<file path="config.mk">
export PLATFORM = sky130hd
export DESIGN_NAME = ddy_dosyasi
export DESIGN_NICKNAME = d
export VERILOG_FILES = /design/src/rtl/ddy_dosyasi_pkg.sv /design/src/rtl/ddy_dosyasi_sayac.sv /design/src/rtl/ddy_dosyasi.sv
export SDC_FILE = /design/constraint.sdc
export NUM_CORES = 1
export LEC_CHECK = 0
export CORE_MARGIN = 2
export CORE_UTILIZATION = 50
export DETAILED_ROUTE_END_ITERATION = 16
export PLACE_DENSITY = 0.77
export SLEW_MARGIN = 10
export SYNTH_ARGS = -nofsm -noshare
export SYNTH_HDL_FRONTEND = slang
export SYNTH_SLANG_ARGS = --single-unit
</file>
<file path="constraint.sdc">
create_clock -name clk_g -period 2.4 [get_ports clk_g]
set_clock_uncertainty 0.05 [all_clocks]
set_input_delay 0.24 -clock clk_g [delete_from_list [all_inputs] [get_ports clk_g]]
set_output_delay 0.24 -clock clk_g [all_outputs]
set_load 0.03 [all_outputs]
</file>
<file path="src/rtl/ddy_dosyasi_pkg.sv">
// Shared constants for the machine-mode CSR file: addresses, fixed values and mstatus layout.
package ddy_dosyasi_pkg;

    localparam logic [11:0] CSR_MSTATUS   = 12'h300;
    localparam logic [11:0] CSR_MISA      = 12'h301;
    localparam logic [11:0] CSR_MIE       = 12'h304;
    localparam logic [11:0] CSR_MTVEC     = 12'h305;
    localparam logic [11:0] CSR_MSCRATCH  = 12'h340;
    localparam logic [11:0] CSR_MEPC      = 12'h341;
    localparam logic [11:0] CSR_MCAUSE    = 12'h342;
    localparam logic [11:0] CSR_MTVAL     = 12'h343;
    localparam logic [11:0] CSR_MCYCLE    = 12'hB00;
    localparam logic [11:0] CSR_MINSTRET  = 12'hB02;
    localparam logic [11:0] CSR_MCYCLEH   = 12'hB80;
    localparam logic [11:0] CSR_MINSTRETH = 12'hB82;
    localparam logic [11:0] CSR_CYCLE     = 12'hC00;
    localparam logic [11:0] CSR_INSTRET   = 12'hC02;
    localparam logic [11:0] CSR_CYCLEH    = 12'hC80;
    localparam logic [11:0] CSR_INSTRETH  = 12'hC82;
    localparam logic [11:0] CSR_MHARTID   = 12'hF14;

    localparam logic [31:0] MISA_DEGER = 32'h4000_0100;
    localparam logic [31:0] MIE_MASKE  = 32'h0000_0888;
    localparam logic [31:0] ADRES_MASKE = 32'hFFFF_FFFC;

    localparam int MSTATUS_MIE  = 3;
    localparam int MSTATUS_MPIE = 7;
    localparam int MSTATUS_MPP  = 11;

    // MPP is hardwired to machine mode; only MIE/MPIE carry state.
    function automatic logic [31:0] mstatus_oku(input logic mie, input logic mpie);
        logic [31:0] d;
        d = '0;
        d[MSTATUS_MPP +: 2] = 2'b11;
        d[MSTATUS_MIE]      = mie;
        d[MSTATUS_MPIE]     = mpie;
        return d;
    endfunction

endpackage

</file>
<file path="src/rtl/ddy_dosyasi_sayac.sv">
// 64-bit counter with independent half writes; a write in a cycle suppresses that cycle's increment.
module ddy_sayac
    import ddy_dosyasi_pkg::*;
(
    input  logic        clk_g,
    input  logic        rstn_g,
    input  logic        artir_c,
    input  logic        yaz_alt_c,
    input  logic        yaz_ust_c,
    input  logic [31:0] veri_c,
    output logic [63:0] sayac_c
);

    always_ff @(posedge clk_g or negedge rstn_g) begin
        if (!rstn_g) begin
            sayac_c <= '0;
        end else if (yaz_alt_c || yaz_ust_c) begin
            if (yaz_alt_c) sayac_c[31:0]  <= veri_c;
            if (yaz_ust_c) sayac_c[63:32] <= veri_c;
        end else if (artir_c) begin
            sayac_c <= sayac_c + 64'd1;
        end
    end

endmodule

</file>
<file path="src/rtl/ddy_dosyasi.sv">
// Machine-mode CSR file: trap state, interrupt enables, counters and the execute-stage read port.
module ddy_dosyasi
    import ddy_dosyasi_pkg::*;
#(
    parameter logic [31:0] MTVEC_SIFIRLAMA = 32'h0000_0000,
    parameter logic [31:0] MHARTID         = 32'd0
) (
    input  logic        clk_g,
    input  logic        rstn_g,
    input  logic        ddy_yaz_c,
    input  logic [11:0] ddy_yaz_hedef_c,
    input  logic [31:0] ddy_yaz_veri_c,
    input  logic        emekli_c,
    input  logic [11:0] oku_adres_g,
    output logic [31:0] oku_veri_c,
    output logic        oku_gecerli_c,
    input  logic        istisna_c,
    input  logic [31:0] istisna_neden_c,
    input  logic [31:0] istisna_ps_c,
    input  logic [31:0] istisna_deger_c,
    input  logic        mret_c,
    output logic [31:0] tuzak_ps_c,
    output logic [31:0] donus_ps_c
);

    logic        mie_b, mpie_b;
    logic [31:0] mie_r, mtvec_r, mscratch_r, mepc_r, mcause_r, mtval_r;
    logic [63:0] mcycle, minstret;

    function automatic logic yaz_mi(input logic [11:0] adres);
        return ddy_yaz_c && (ddy_yaz_hedef_c == adres);
    endfunction

    always_ff @(posedge clk_g or negedge rstn_g) begin
        if (!rstn_g) begin
            mie_b      <= 1'b0;
            mpie_b     <= 1'b0;
            mie_r      <= '0;
            mtvec_r    <= MTVEC_SIFIRLAMA;
            mscratch_r <= '0;
            mepc_r     <= '0;
            mcause_r   <= '0;
            mtval_r    <= '0;
        end else begin
            // Trap entry owns mstatus/mepc/mcause/mtval; mret owns only mstatus.
            if (istisna_c) begin
                mepc_r   <= istisna_ps_c;
                mcause_r <= istisna_neden_c;
                mtval_r  <= istisna_deger_c;
                mpie_b   <= mie_b;
                mie_b    <= 1'b0;
            end else begin
                if (mret_c) begin
                    mie_b  <= mpie_b;
                    mpie_b <= 1'b1;
                end else if (yaz_mi(CSR_MSTATUS)) begin
                    mie_b  <= ddy_yaz_veri_c[MSTATUS_MIE];
                    mpie_b <= ddy_yaz_veri_c[MSTATUS_MPIE];
                end
                if (yaz_mi(CSR_MEPC))   mepc_r   <= ddy_yaz_veri_c;
                if (yaz_mi(CSR_MCAUSE)) mcause_r <= ddy_yaz_veri_c;
                if (yaz_mi(CSR_MTVAL))  mtval_r  <= ddy_yaz_veri_c;
            end
            if (yaz_mi(CSR_MIE))      mie_r      <= ddy_yaz_veri_c & MIE_MASKE;
            if (yaz_mi(CSR_MTVEC))    mtvec_r    <= ddy_yaz_veri_c;
            if (yaz_mi(CSR_MSCRATCH)) mscratch_r <= ddy_yaz_veri_c;
        end
    end

    ddy_sayac u_mcycle (
        .clk_g     (clk_g),
        .rstn_g    (rstn_g),
        .artir_c   (1'b1),
        .yaz_alt_c (yaz_mi(CSR_MCYCLE)),
        .yaz_ust_c (yaz_mi(CSR_MCYCLEH)),
        .veri_c    (ddy_yaz_veri_c),
        .sayac_c   (mcycle)
    );

    ddy_sayac u_minstret (
        .clk_g     (clk_g),
        .rstn_g    (rstn_g),
        .artir_c   (emekli_c),
        .yaz_alt_c (yaz_mi(CSR_MINSTRET)),
        .yaz_ust_c (yaz_mi(CSR_MINSTRETH)),
        .veri_c    (ddy_yaz_veri_c),
        .sayac_c   (minstret)
    );

    // Low address bits of mtvec/mepc are stored but never visible.
    assign tuzak_ps_c = mtvec_r & ADRES_MASKE;
    assign donus_ps_c = mepc_r & ADRES_MASKE;

    always_comb begin
        oku_veri_c    = '0;
        oku_gecerli_c = 1'b1;
        case (oku_adres_g)
            CSR_MSTATUS:               oku_veri_c = mstatus_oku(mie_b, mpie_b);
            CSR_MISA:                  oku_veri_c = MISA_DEGER;
            CSR_MIE:                   oku_veri_c = mie_r;
            CSR_MTVEC:                 oku_veri_c = tuzak_ps_c;
            CSR_MSCRATCH:              oku_veri_c = mscratch_r;
            CSR_MEPC:                  oku_veri_c = donus_ps_c;
            CSR_MCAUSE:                oku_veri_c = mcause_r;
            CSR_MTVAL:                 oku_veri_c = mtval_r;
            CSR_MCYCLE, CSR_CYCLE:     oku_veri_c = mcycle[31:0];
            CSR_MCYCLEH, CSR_CYCLEH:   oku_veri_c = mcycle[63:32];
            CSR_MINSTRET, CSR_INSTRET: oku_veri_c = minstret[31:0];
            CSR_MINSTRETH, CSR_INSTRETH: oku_veri_c = minstret[63:32];
            CSR_MHARTID:               oku_veri_c = MHARTID;
            default:                   oku_gecerli_c = 1'b0;
        endcase
    end

endmodule

</file>
# Yosys cells after proc, flatten, opt, wreduce, memory -nomap -nowiden
# Index checks and enable logic that the tools add are counted.
# op_classes
addsub	2
mul	0
n_div	0
order_cmp	0
n_eq_ne	32
n_shift	0
mux	21
n_bitwise	0
n_reduce_logical	25
# op_table
op	count
$pmux 32 s12	1
$mux 32	10
$mux 64	3
$eq 12x10->1 const B	15
$eq 12x12->1 const B	13
$add 64x1->64 const B	2
$reduce_or 17->1	1
$logic_and 1x1->1	11
$ne 2x1->1 const B	4
$reduce_bool 2->1	4
$reduce_or 2->1	4
$mux 1	7
$reduce_and 2->1	2
$reduce_bool 3->1	1
$logic_or 1x1->1	2
# word_totals
reg_bits	293
latch_bits	0
ram_bits	0
romBits	0
input_bits	158
out_inout_bits	97
wordCells	92
n_memories	0

# Depth between registers and ports, before layout
# depth
depth_word	5
mapped_depth	10
mapped_depth_nobuf	7

# Modules after synthesis
# From an unflattened synthesis, not the netlist that was laid out.
# hier_totals
cells_unflattened	1877
hier_area_um2	18022.3
# by_module_without_submodules
mod	instances	cells_each	area_each_um2	seq_area_each_um2
ddy_dosyasi	1	836	9650.5	4028.9
ddy_sayac at u_mcycle	1	530	4254.1	1601.5
ddy_sayac at u_minstret	1	511	4117.7	1601.5

# Worst setup path before layout
# No wires, ideal clock.
# synth_path
path_type	in2out
start	input port oku_adres_g[0]
end	output port oku_veri_c[17]
t_arrival_ns	2.478
t_required_ns	2.110
slack_ns	-0.368
path_stages	8
path_buffers	3
cell_sequence	clkbuf_1 -> nor4b_1 -> o211ai_1 -> nor2_1 -> clkbuf_1 -> buf_1 -> a22oi_1 -> nand3_1
# synth_between
elab_chain_len	3
word_cells_on_any_way	21
cone_classes	eq/ne: 16; mux: 1; reduce/logical: 4
# synth_lines
element	line	source
start, declared	ddy_dosyasi.sv:14	input logic [11:0] oku_adres_g,
$eq 12x12->1	ddy_dosyasi.sv:97	case (oku_adres_g)
$reduce_or 2->1	ddy_dosyasi.sv:97	
$pmux 32 s12 *	ddy_dosyasi.sv:97	
end, declared	ddy_dosyasi.sv:15	output logic [31:0] oku_veri_c,
# Mark *: on every way between the ends. The rest lies on a longest branch, timed or not.

# Final worst setup path
# layout_path
start	input port oku_adres_g[8]
end	output port oku_veri_c[19]
# The elaborated chain is that of the path after synthesis.

==> flow_summary.toml <==
[setup_path]
worst_r2r_endpoint = "u_minstret.sayac_c[63]"
crit_fanout = 5
cp_cell_sequence = "buf_6 -> buf_6 -> and3b_1 -> o211ai_1 -> buf_4 -> nor2_4 -> buf_12 -> a222oi_1 -> nand3_2 -> buf_12"
endpoint_kind = "output pin"
worst_r2r_startpoint = "u_minstret.sayac_c[38]"
cp-start-kind = "input pin"
crit_path_max_incr_delay_ps = 640
cp_data_arrival_time_ps = 2260
critical_path_class = "input pin to output pin"
crit_path_top_delay_cell = "a222oi_1"
regToRegSetupSlack_ps = 60
reg2reg_depth = 6
cp_data_required_time_ps = 2110

[synthesis]
postSynthCellCount = 1935
synthTopCellsByArea = "dfrtp_1, mux2i_1, nand2_1"
synth_area_leader_cell = "dfrtp_1"
yosys_register_bits = 289
netlist.area_leader.share = 0.4219
yosysSeqAreaShare = 0.4219
number_of_enable_flip_flop_cells_after_synthesis = 0
yosys.cell_types.count = 80
ys.flop_type = "dfrtp_1"
yosysWarnings = 0
synth_most_common_cell = "dfrtp_1"
synth_async_sr_flop_share = 1.000
post_synth.cell_area_avg_um2 = 8.859
synth_commonest_cells = "dfrtp_1, nand2_1, nor2_1"
mappedNetlistArea_mm2 = 0.01714

[timing]
fin_crit_ps = 2545
rsz0062_at_grt = "yes"
timing.final.setup_violations = 26
hold_viol = 0
timing.final.crit_share = 1.061
actual_slew_at_the_worst_max_slew_pin_ps = 882.9
final.setup.worst_slack_ps = -145.3
fmaxAchievable_ghz = 0.3929
report.final.slew_viol_count = 0
max_slew_margin = 0.4095

[floorplanning]
start_util = 0.5100
design.die.area_mm2 = 0.03578
core_region_area_mm2 = 0.03362
boundaryPins = 255
die_width_um = 189.2
num_rows = 67
die_h_um = 189.2

[clocking]
clockBufferDepth = 3
cts.root.buffer_cell = "clkbuf_16"
clock_sinks = 289
cts_tree = "done"
clock_transition_at_path_regs_ps = 60
cts_max_level = 2
insertion_delay_of_the_later_clocked_pin_in_the_worst_skew_pair_ps = 540
cts_made_buffers = 34

[global_routing]
largest_net_degree_at_the_start_of_global_routing = 148
grt_overflow = 0
grt_first_pass_wirelength_mm = 122.5
grt.total_usage = 0.4612
antenna_found_initial = 4
first_global_vias = 19250

[route]
firstDrtPassIters = 11
route.antenna.remaining_nets = 0
route.detailed.wl_per_inst_um = 28.62
route.detailed.vias_per_inst = 6.813
drt_drc_violations_left = 0
initialDrtViolationCount = 3356
route.vias.total = 20020
routed_wire_length_mm = 84.11

[finish]
drive_gt1_frac = 0.2940
post-route-cell-area_mm2 = 0.02519
synthToLayoutAreaGrowth_pct = 46.93
final_util = 0.7493
finalNonFillerCells = 2939
final_nets = 2626

[place]
place_hpwl_mm = 61.00
dpl_cell_area_mm2 = 0.02305
port-buffer-count = 248
gp_routability_congestion = 1.041
dp_cells = 2836

[worst_hold_path]
hp-start = "istisna_c"
hold_path_end = "mepc_r[31]"
min_delay_path_depth = 3
min_path_type = "input pin to register"

[power_and_ir_drop]
power.net_switching_mw = 3.665
combinationalPowerShare = 0.162
finalPower_mw = 12.68
leakagePower_nw = 10.65
internal-power_mw = 9.019
power.density_cell_area_mw_per_mm2 = 503.6
net_sw_frac = 0.2889
sequential_fraction_of_design_power = 0.435
clock_power_share = 0.403
vdd_ir_drop_max_uv = 533.4

[outcome]
violated_checks = "negative setup slack"
run_status = "finished with violations"

[run]
max_cap_viol_count = 0
-- cells by family (layout without fill, tap and decap cells) --
family / after synthesis / after routing / synth area share
AND/OR/NAND/NOR: 695 / 695 / 0.1968
AO/OA/AOI/OAI: 578 / 578 / 0.2206
flip-flops: 289 / 289 / 0.4219
buffers and inverters: 191 / 739 / 0.05007
multiplexers: 173 / 173 / 0.1060
XOR/XNOR: 6 / 6 / 0.003065
adder cells (fa/ha/maj): 2 / 2 / 0.001460
other: 1 / 9 / 0.0002188
-- final cells by class --
type | instances | area [µm²]
multi-input combinational | 1458 | 9732
fill | 2379 | 8428
sequential | 289 | 7233
timing repair buffer | 664 | 6520
clock buffer | 46 | 977.2
tap | 448 | 560.5
clock inverter | 10 | 81.33
inverter | 19 | 71.32
antenna | 5 | 12.51
-- cell usage in the layout (no fill, tap or decap), types with 13 or more instances in the layout --
master / netlist / final
o32ai_1: 18 / 18
clkdlybuf4s50_1: 0 / 194
nand3_2: 0 / 29
buf_6: 13 / 25
buf_12: 0 / 64
and3_1: 24 / 22
o21ai_0: 131 / 65
a211oi_1: 17 / 17
mux2i_1: 105 / 103
nor4_1: 28 / 19
clkbuf_16: 0 / 37
o22ai_1: 21 / 21
a31oi_1: 13 / 13
a22oi_1: 56 / 34
dfrtp_1: 289 / 288
inv_1: 19 / 19
buf_4: 4 / 356
a21oi_1: 149 / 138
nand2_1: 206 / 203
nand4_1: 39 / 39
mux2_2: 66 / 66
nor2_1: 159 / 153
o21ai_1: 35 / 98
nand3_1: 113 / 84
a222oi_1: 42 / 42
nor3_1: 54 / 48
a22oi_2: 0 / 22
-- sequential cells by signal, indices dropped and copies added, names as in the netlist --
| signal | cells |
|---|---|
| u_minstret.sayac_c | 64 |
| u_mcycle.sayac_c | 64 |
| mepc_r | 30 |
| mcause_r | 32 |
| mtval_r | 32 |
| mpie_b | 1 |
| mscratch_r | 32 |
| mtvec_r | 30 |
| mie_b | 1 |
| mie_r | 3 |
-- per-layer routing --
layer | vias up | track usage | share of wire
met1 | 9646 | 0.5841 | 0.35
met2 | 1606 | 0.7110 | 0.44
met4 | 2 | 0.2761 | 0.076
li1 | 8380 | - | -
met5 | - | 0 | 0.00020
met3 | 390 | 0.1196 | 0.13
-- timing repair --
action | in CTS | in global routing
setup buffers | 23 | 16
gates resized for setup | 160 | 49
gates cloned | 5 | 2
endpoints found under the setup margin | 259 | 94
hold endpoints to repair | 52 | 0
pin swaps | 49 | 32
hold buffers | 1 | 0
-- power groups by stage --
stage / combinational, mW / sequential [mW] / clock (mW)
after floorplan: 0.701 / 5.58 / 0
after global placement: 1.91 / 5.56 / 0
after detailed placement: 1.95 / 5.57 / 0
after CTS: 1.97 / 5.49 / 5.10
after global routing: 2.16 / 5.54 / 5.31
final: 2.06 / 5.52 / 5.11
-- per-stage QoR --
step / setup WS, ps / hold WS [ps] / setup TNS, ps
2_1_floorplan: -345.7 / -105.6 / -38800
3_3_place_gp: -729.0 / 201.5 / -187320
3_5_place_dp: -837.7 / 203.7 / -199730
4_1_cts: -127.9 / 60.05 / -1120
5_1_grt: -150.2 / 88.90 / -2612
6_report: -145.3 / 80.16 / -1545
-- worst max path at each step --
stage	slack (ps)	from	cells after the start	to
3_3_place_gp	-730	ddy_yaz_hedef_c[3]	9	mcause_r[2]
3_5_place_dp	-840	ddy_yaz_hedef_c[3]	9	mepc_r[23]
5_1_grt	-150	oku_adres_g[0]	11	oku_veri_c[5]
6_report	-150	oku_adres_g[8]	10	oku_veri_c[19]
4_1_cts	-130	oku_adres_g[7]	11	oku_veri_c[31]
2_1_floorplan	-350	ddy_yaz_hedef_c[3]	8	mscratch_r[4]
-- worst max-delay path: cells and delay by family --
family,cells,cell delay (ps)
AOI/OAI and AO/OA,2,840
and+or+nand+nor,3,470
buffers and inverters,5,700
Note: power is estimated with default switching activity, not from simulation.
